File: src/rtl/ame_pivot_sched_if.sv
// Signal bundle between the pivot scheduler and its neighbours: matrix buffer,
// 6-lane max comparator and row-swap/elimination engine. The scheduler takes
// the master side; everything else uses the slave side.
interface ame_pivot_sched_if #(
    parameter int COMP_DATA_BITS     = 64,
    parameter int COMP_DATA_IDX_BITS = 3
);
    localparam int LANES = 6;

    // pass control
    logic                                    sched_start_i;
    logic                                    sched_busy_o;
    logic                                    sched_done_o;
    logic                                    sched_sing_o;
    // matrix buffer column read
    logic                                    mat_rd_en_o;
    logic [COMP_DATA_IDX_BITS-1:0]           mat_rd_col_o;
    logic [LANES-1:0][COMP_DATA_BITS-1:0]    mat_rd_data_i;
    // comparator
    logic                                    comp_init_o;
    logic [LANES-1:0][COMP_DATA_BITS-1:0]    comp_data_o;
    logic                                    comp_done_i;
    logic [COMP_DATA_BITS-1:0]               comp_data_i;
    logic [COMP_DATA_IDX_BITS-1:0]           comp_data_idx_i;
    // pivot record to the elimination engine
    logic                                    piv_valid_o;
    logic                                    piv_ready_i;
    logic [COMP_DATA_IDX_BITS-1:0]           piv_col_o;
    logic [COMP_DATA_IDX_BITS-1:0]           piv_idx_o;
    logic [COMP_DATA_BITS-1:0]               piv_data_o;

    modport master (
        input  sched_start_i, mat_rd_data_i, comp_done_i, comp_data_i,
               comp_data_idx_i, piv_ready_i,
        output sched_busy_o, sched_done_o, sched_sing_o, mat_rd_en_o,
               mat_rd_col_o, comp_init_o, comp_data_o, piv_valid_o,
               piv_col_o, piv_idx_o, piv_data_o
    );

    modport slave (
        output sched_start_i, mat_rd_data_i, comp_done_i, comp_data_i,
               comp_data_idx_i, piv_ready_i,
        input  sched_busy_o, sched_done_o, sched_sing_o, mat_rd_en_o,
               mat_rd_col_o, comp_init_o, comp_data_o, piv_valid_o,
               piv_col_o, piv_idx_o, piv_data_o
    );
endinterface

File: src/rtl/ame_pivot_sched.sv
// Column-by-column partial-pivot scheduler for the affine motion-estimation
// 6x6 solver. For each column k it reads the column, forms saturated absolute
// values of rows k..ROW_NUM-1, runs the external max comparator and hands the
// winning row to the elimination engine over valid/ready.
// Optional feature macro: AME_PIVOT_EARLY_ABORT_EN -- when defined, the pass
// ends right after the pivot record of the first singular column.
module ame_pivot_sched #(
    parameter int COMP_DATA_BITS     = 64,
    parameter int COMP_DATA_IDX_BITS = 3,
    parameter int ROW_NUM            = 6
) (
    input logic               clk_i,
    input logic               rst_n_i,
    ame_pivot_sched_if.master bus
);
    localparam int LANES = 6;
    localparam int DW    = COMP_DATA_BITS;
    localparam int IW    = COMP_DATA_IDX_BITS;

    typedef logic [DW-1:0] elem_t;
    typedef logic [IW-1:0] idx_t;

    localparam elem_t MOST_NEG = {1'b1, {(DW-1){1'b0}}};
    localparam elem_t MAG_MAX  = {1'b0, {(DW-1){1'b1}}};
    localparam idx_t  LAST_COL = idx_t'(ROW_NUM - 1);

    localparam logic [2:0] ST_IDLE = 3'd0;
    localparam logic [2:0] ST_RD   = 3'd1;
    localparam logic [2:0] ST_LOAD = 3'd2;
    localparam logic [2:0] ST_CMP  = 3'd3;
    localparam logic [2:0] ST_WAIT = 3'd4;
    localparam logic [2:0] ST_OUT  = 3'd5;
    localparam logic [2:0] ST_FIN  = 3'd6;

    logic [2:0]                 state;
    idx_t                       k;
    logic                       sing;
    logic [LANES-1:0][DW-1:0]   lanes_q;
    logic [LANES-1:0][DW-1:0]   lanes_d;
    idx_t                       piv_idx_q;
    elem_t                      piv_data_q;
    logic                       abort_pass;

    // Magnitude of a two's complement element; the most negative value has no
    // positive counterpart, so it clamps to the largest positive magnitude.
    function automatic elem_t abs_sat(input elem_t v);
        if (v == MOST_NEG) return MAG_MAX;
        return v[DW-1] ? elem_t'(~v + elem_t'(1)) : v;
    endfunction

`ifdef AME_PIVOT_EARLY_ABORT_EN
    // A singular column ends the pass once its record has been handed off.
    assign abort_pass = sing;
`else
    assign abort_pass = 1'b0;
`endif

    // Lane magnitudes for the column on the read bus; already-pivoted rows and
    // lanes beyond the active system size are forced to zero.
    always_comb begin
        // NOTE: default every lane first so no path leaves lanes_d unassigned (latch).
        lanes_d = '0;
        for (int i = 0; i < LANES; i++) begin
            if (i >= int'(k) && i < ROW_NUM) lanes_d[i] = abs_sat(bus.mat_rd_data_i[i]);
        end
    end

    // Pass sequencer: column counter, comparator operands, pivot record and sticky flag.
    always_ff @(posedge clk_i or negedge rst_n_i) begin
        if (!rst_n_i) begin
            state      <= ST_IDLE;
            k          <= '0;
            sing       <= 1'b0;
            lanes_q    <= '0;
            piv_idx_q  <= '0;
            piv_data_q <= '0;
        end else begin
            // NOTE: non-blocking assignments so every register samples pre-edge values.
            case (state)
                ST_IDLE: begin
                    if (bus.sched_start_i) begin
                        k     <= '0;
                        sing  <= 1'b0;
                        state <= ST_RD;
                    end
                end
                ST_RD:   state <= ST_LOAD;
                ST_LOAD: begin
                    lanes_q <= lanes_d;
                    state   <= ST_CMP;
                end
                ST_CMP:  state <= ST_WAIT;
                ST_WAIT: begin
                    if (bus.comp_done_i) begin
                        if (bus.comp_data_i == '0) begin
                            // Zero max: column is singular; report the diagonal row.
                            sing       <= 1'b1;
                            piv_idx_q  <= k;
                            piv_data_q <= '0;
                        end else begin
                            piv_idx_q  <= bus.comp_data_idx_i;
                            piv_data_q <= bus.comp_data_i;
                        end
                        state <= ST_OUT;
                    end
                end
                ST_OUT: begin
                    if (bus.piv_ready_i) begin
                        if (k == LAST_COL || abort_pass) begin
                            state <= ST_FIN;
                        end else begin
                            k     <= k + idx_t'(1);
                            state <= ST_RD;
                        end
                    end
                end
                ST_FIN:  state <= ST_IDLE;
                default: state <= ST_IDLE;
            endcase
        end
    end

    assign bus.sched_busy_o = (state != ST_IDLE) && (state != ST_FIN);
    assign bus.sched_done_o = (state == ST_FIN);
    assign bus.sched_sing_o = sing;
    assign bus.mat_rd_en_o  = (state == ST_RD);
    assign bus.mat_rd_col_o = (state == ST_RD) ? k : '0;
    assign bus.comp_init_o  = (state == ST_CMP);
    assign bus.comp_data_o  = lanes_q;
    assign bus.piv_valid_o  = (state == ST_OUT);
    assign bus.piv_col_o    = k;
    assign bus.piv_idx_o    = piv_idx_q;
    assign bus.piv_data_o   = piv_data_q;
endmodule
File: src/flat_wrapper.sv
// flat-port wrapper written by rule: the top's interface ports become plain ports
module ame_pivot_sched_flat 
#(
    parameter int COMP_DATA_BITS     = 64,
    parameter int COMP_DATA_IDX_BITS = 3,
    parameter int ROW_NUM            = 6
)
  (clk_i, rst_n_i, bus_sched_start_i, bus_mat_rd_data_i, bus_comp_done_i, bus_comp_data_i, bus_comp_data_idx_i, bus_piv_ready_i, bus_sched_busy_o, bus_sched_done_o, bus_sched_sing_o, bus_mat_rd_en_o, bus_mat_rd_col_o, bus_comp_init_o, bus_comp_data_o, bus_piv_valid_o, bus_piv_col_o, bus_piv_idx_o, bus_piv_data_o);
  ame_pivot_sched_if #(.COMP_DATA_BITS(COMP_DATA_BITS), .COMP_DATA_IDX_BITS(COMP_DATA_IDX_BITS)) bus_i ();
  input logic clk_i;
  input logic rst_n_i;
  input wire logic [$bits(bus_i.sched_start_i)-1:0] bus_sched_start_i;
  input wire logic [$bits(bus_i.mat_rd_data_i)-1:0] bus_mat_rd_data_i;
  input wire logic [$bits(bus_i.comp_done_i)-1:0] bus_comp_done_i;
  input wire logic [$bits(bus_i.comp_data_i)-1:0] bus_comp_data_i;
  input wire logic [$bits(bus_i.comp_data_idx_i)-1:0] bus_comp_data_idx_i;
  input wire logic [$bits(bus_i.piv_ready_i)-1:0] bus_piv_ready_i;
  output wire logic [$bits(bus_i.sched_busy_o)-1:0] bus_sched_busy_o;
  output wire logic [$bits(bus_i.sched_done_o)-1:0] bus_sched_done_o;
  output wire logic [$bits(bus_i.sched_sing_o)-1:0] bus_sched_sing_o;
  output wire logic [$bits(bus_i.mat_rd_en_o)-1:0] bus_mat_rd_en_o;
  output wire logic [$bits(bus_i.mat_rd_col_o)-1:0] bus_mat_rd_col_o;
  output wire logic [$bits(bus_i.comp_init_o)-1:0] bus_comp_init_o;
  output wire logic [$bits(bus_i.comp_data_o)-1:0] bus_comp_data_o;
  output wire logic [$bits(bus_i.piv_valid_o)-1:0] bus_piv_valid_o;
  output wire logic [$bits(bus_i.piv_col_o)-1:0] bus_piv_col_o;
  output wire logic [$bits(bus_i.piv_idx_o)-1:0] bus_piv_idx_o;
  output wire logic [$bits(bus_i.piv_data_o)-1:0] bus_piv_data_o;
  assign bus_i.sched_start_i = bus_sched_start_i;
  assign bus_i.mat_rd_data_i = bus_mat_rd_data_i;
  assign bus_i.comp_done_i = bus_comp_done_i;
  assign bus_i.comp_data_i = bus_comp_data_i;
  assign bus_i.comp_data_idx_i = bus_comp_data_idx_i;
  assign bus_i.piv_ready_i = bus_piv_ready_i;
  assign bus_sched_busy_o = bus_i.sched_busy_o;
  assign bus_sched_done_o = bus_i.sched_done_o;
  assign bus_sched_sing_o = bus_i.sched_sing_o;
  assign bus_mat_rd_en_o = bus_i.mat_rd_en_o;
  assign bus_mat_rd_col_o = bus_i.mat_rd_col_o;
  assign bus_comp_init_o = bus_i.comp_init_o;
  assign bus_comp_data_o = bus_i.comp_data_o;
  assign bus_piv_valid_o = bus_i.piv_valid_o;
  assign bus_piv_col_o = bus_i.piv_col_o;
  assign bus_piv_idx_o = bus_i.piv_idx_o;
  assign bus_piv_data_o = bus_i.piv_data_o;
  ame_pivot_sched #(.COMP_DATA_BITS(COMP_DATA_BITS), .COMP_DATA_IDX_BITS(COMP_DATA_IDX_BITS), .ROW_NUM(ROW_NUM)) u_core (.clk_i(clk_i), .rst_n_i(rst_n_i), .bus(bus_i));
endmodule
File: config.mk
export PLATFORM = sky130hd
export DESIGN_NAME = ame_pivot_sched_flat
export DESIGN_NICKNAME = d
export VERILOG_FILES = /design/src/rtl/ame_pivot_sched_if.sv /design/src/rtl/ame_pivot_sched.sv /design/src/flat_wrapper.sv
export SDC_FILE = /design/constraint.sdc
export NUM_CORES = 1
export LEC_CHECK = 0
export ABC_AREA = 1
export CORE_AREA = 2 2 358 360
export DETAILED_ROUTE_END_ITERATION = 12
export DIE_AREA = 0 0 360 362
export HOLD_SLACK_MARGIN = 0.06
export PLACE_DENSITY = 0.54
export SLEW_MARGIN = 10
export SYNTH_ARGS = -nofsm -noshare
export SYNTH_HDL_FRONTEND = slang
export SYNTH_SLANG_ARGS = --single-unit
File: constraint.sdc
create_clock -name clk_i -period 2.07 [get_ports clk_i]
set_input_delay 0.5175 -clock clk_i [delete_from_list [all_inputs] [get_ports clk_i]]
set_output_delay 0.5175 -clock clk_i [all_outputs]
set_load 0.02 [all_outputs]
==> results.md <==
* Outcome: finished, violations left
* Failing checks: setup timing
* DRC viols at 0
* WP data required at 1550 ps
* Routed wire per std cell at 21.5 um
* P_leak at 28.3 nW
* Crit-path slowest cell: dfrtp_2
* DIE AREA at 130000 sq um
* NetSw at 24.1 mW
* Power, Total at 52.9 mW
* Placed cell areas at 51900 sq um
* Dpl hpwl at 161 mm
* Fillers at 13580
* Chip Width at 360 um
* Area of the core at 127000 sq um
* Synth Warn # at 0
* Initial Util at 25.4%
* HP Class: input pin to asynchronous set/reset pin
* Slew HR at 41.2%
* Worst Setup End Kind: primary output
* Post-route ant nets at 0
* Clock slew at reported path FFs at 60 ps
* Critical path type: register to primary output
* Via-per-instance ratio at 4.67
* Period Utilization, post-route at 109%
* VDD IR max at 0.681 mV
* Final worst slack at -182 ps
* CP cell instances: inv_4 -> nor3_4 -> buf_4 -> buf_6 -> buf_8
* Row count at 131
* Max_cap viols at 0
* Remaining Overflow, GRT at 0
* Total CTS buffers at 57
* Initial antenna violation count at 58
* Fmax at 0.444 GHz
* Cell Area, Synth at 32200 sq um
* Switching Share at 45.6%
* Total track usage at 28.7%
* Area Overhead vs Synth at 67.6%
* Largest net degree at the start of global routing at 214
* I/O pins at 919
* Final Instance Area at 53900 sq um
* Transition time of the tightest slew-check pin at 882 ps
* Clock Tree Root: clkbuf_16
* First-pass GRT wire length at 279 mm
* Comb pwr share at 49.4%
* Placed Cells at 8808
* Vias in the first global route at 41156
* Startpoint types: register
* Drt total wl at 193 mm
* Layout cells sized above 1 at 21.5%
* Final Skew at 30.1 ps
* Share of power burned in registers at 30.6%
* Htree depth at 2
* # setup viols final at 8
* Syn avg cell area at 6.16 sq um
* RD Place Congestion at 1.03
* RSZ-0062 raised after global routing: yes
* Iter 0 DRT Violations at 3290
* Die height at 362 um
* CTS tree: done
* Syn Inst Count at 5225
* Clock Latency Late Sink at 670 ps
* Sequential fraction of the synthesis area at 35.6%
* Vias at 41832
* Final Non-Filler Cells at 8957
* Critical Path AT at 1730 ps
* Clock Path Buffers at 3
* Final Hold Viols at 0
* 1st-pass router iterations at 5
* Nets at 7690
* Synth cell types at 51
* PwrDens at 981 nW/um^2
* CP peak stage delay at 410 ps
* Syn Nets at 5690
* Clock power frac at 20.0%
* Tmin final at 2250 ps
* Seq cells post-synth at 458
* CP Max Fanout at 3
* CTS sink cnt at 458
* Total negative slack at -1100 ps
* Internal power at 28.8 mW
* Final Core Density at 42.6%
* Port Buffers at 918
* Slew Limit Fails at 0
## synthesized netlist by cell type (all sizes together)
library cell  number  area (sq um)
buf               88           587
nand3            531          2720
a31oi              1          6.26
dlygate4sd1        1          8.76
clkinv             2          7.51
o22ai              2          12.5
a31o               1          8.76
inv              378          1420
or3                1          6.26
o31ai              3          22.5
a21o               1          7.51
nor3              22           153
a21oi             37           189
and2               5          31.3
xor2              41           359
nor2             801          3210
a22oi              1          7.51
o21ai            312          1590
nand4             77           516
clkbuf            79           299
o211ai             2          20.0
xnor2             41           359
nand3b            23           185
dfrtp            458         11500
a22o               2          17.5
ha                 9           113
o21bai            24           180
or2               40           250
nand2           2242          8440
## stage by stage
| stage | hold slack, ps | worst slack, ps |
|---|---|---|
| 2_1_floorplan | 222 | 25.3 |
| 3_3_place_gp | 462 | -820 |
| 3_5_place_dp | 464 | -783 |
| 4_1_cts | 354 | -260 |
| 5_1_grt | 397 | -249 |
| 6_report | 399 | -182 |
## timing repair
action / CTS / global route
setup buffers: 5 / 13
resized for setup: 524 / 108
endpoints found under the setup margin: 455 / 231
hold buffers: 1 / 0
pin swaps: 1 / 11
hold endpoints to repair: 9 / 0
cloned: 0 / 1
## layout by cell type, fill, tap and decap left out, types with 9 or more instances in the layout
cell             netlist  layout
a21oi_1               36      35
buf_12                 0      51
buf_2                 46      11
buf_4                 11    1156
clkbuf_16              0      59
clkbuf_8               0      12
clkdlybuf4s15_1        0      16
clkdlybuf4s15_2        0      15
clkdlybuf4s50_1        0     442
clkinv_2               0      14
dfrtp_1              458     447
dfrtp_2                0      11
diode_2                0      25
dlygate4sd2_1          0     402
ha_1                   9       9
inv_1                368     361
inv_2                  9      10
nand2_1             2233    2221
nand2_2                8      19
nand3_1              521     516
nand3_2                9      13
nand3b_1              22      22
nand4_1               73      73
nor2_1               754     713
nor2_2                36      67
nor2_4                 8      18
nor3_1                16      14
o21ai_0              273     256
o21ai_1               32      48
o21bai_1              24      24
or2_2                 40      40
xnor2_1               41      41
xor2_1                41      41
## critical path, delay by kind of cell, from the launching register on
kind | cells | cell delay [ps]
and+or+nand+nor | 1 | 220
DFF | 1 | 410
buffers and inverters | 4 | 430
## state kept, by name, indices dropped and copies added (netlist names)
name                     flops
u_core.bus.piv_col_o         3
u_core.bus.piv_idx_o         3
u_core.bus.sched_sing_o      1
u_core.bus.comp_data_o     384
u_core.state                 3
u_core.bus.piv_data_o       64
## area by class of cell
class / count / area [sq um] / area share, %
antenna: 25 / 62.6 / 0.116
clock buffer: 74 / 1630 / 3.02
clock inverter: 30 / 309 / 0.573
inverter: 380 / 1450 / 2.68
multi-input combinational: 4219 / 18700 / 34.6
sequential: 458 / 11500 / 21.3
tap: 1662 / 2080 / 3.86
timing repair buffer: 2109 / 18300 / 33.9
## power by group through the flow
| stage | sequential (mW) | clock (mW) | combinational, mW |
|---|---|---|---|
| 2_1_floorplan | 20.3 | 0 | 7.52 |
| 3_3_place_gp | 16.4 | 0 | 28.2 |
| 3_5_place_dp | 16.3 | 0 | 28.3 |
| 4_1_cts | 16.2 | 10.9 | 25.9 |
| 5_1_grt | 16.6 | 11.2 | 28.1 |
| 6_report | 16.2 | 10.6 | 26.1 |
## logic make-up (layout without fill, tap and decap cells)
group	Yosys count	in the layout	synth area share, %
XOR/XNOR	82	82	2.23
other	0	25	0
AO/OA/AOI/OAI	386	386	6.40
buffers and inverters	548	2593	7.22
adder cells (fa/ha/maj)	9	9	0.350
AND/OR/NAND/NOR	3742	3742	48.2
flip-flops	458	458	35.6
## worst paths after layout
| check | endpoint | slack [ps] | start | cells past startpoint |
|---|---|---|---|---|
| hold / removal | u_core.bus.comp_data_o[126]$_DFFE_PN0P_ | 400 | rst_n_i | 2 |
| hold reg to reg | u_core.bus.comp_data_o[118]$_DFFE_PN0P_ | 470 | u_core.bus.comp_data_o[118]$_DFFE_PN0P_ | 2 |
| min in group clk_i | u_core.bus.comp_data_o[321]$_DFFE_PN0P_ | 420 | bus_mat_rd_data_i[383] | 5 |
| max in group asynchronous | u_core.bus.piv_data_o[36]$_DFFE_PN0P_ | 770 | rst_n_i | 4 |
| setup / recovery | bus_mat_rd_en_o | -180 | u_core.state[0]$_DFFE_PN0P_ | 5 |
| setup reg to reg | u_core.bus.comp_data_o[257]$_DFFE_PN0P_ | 130 | u_core.state[0]$_DFFE_PN0P_ | 7 |
## routing by layer
| metal | global-route usage, % | routed length (um) | vias to the layer above |
|---|---|---|---|
| met3 | 6.54 | 13400 | 301 |
| met5 | 0 | 335 | - |
| met4 | 10.7 | 7080 | 52 |
| met2 | 46.5 | 87400 | 1410 |
| met1 | 37.1 | 84400 | 19565 |
| li1 | - | - | 20504 |
Power figures use the tool's default switching activity.
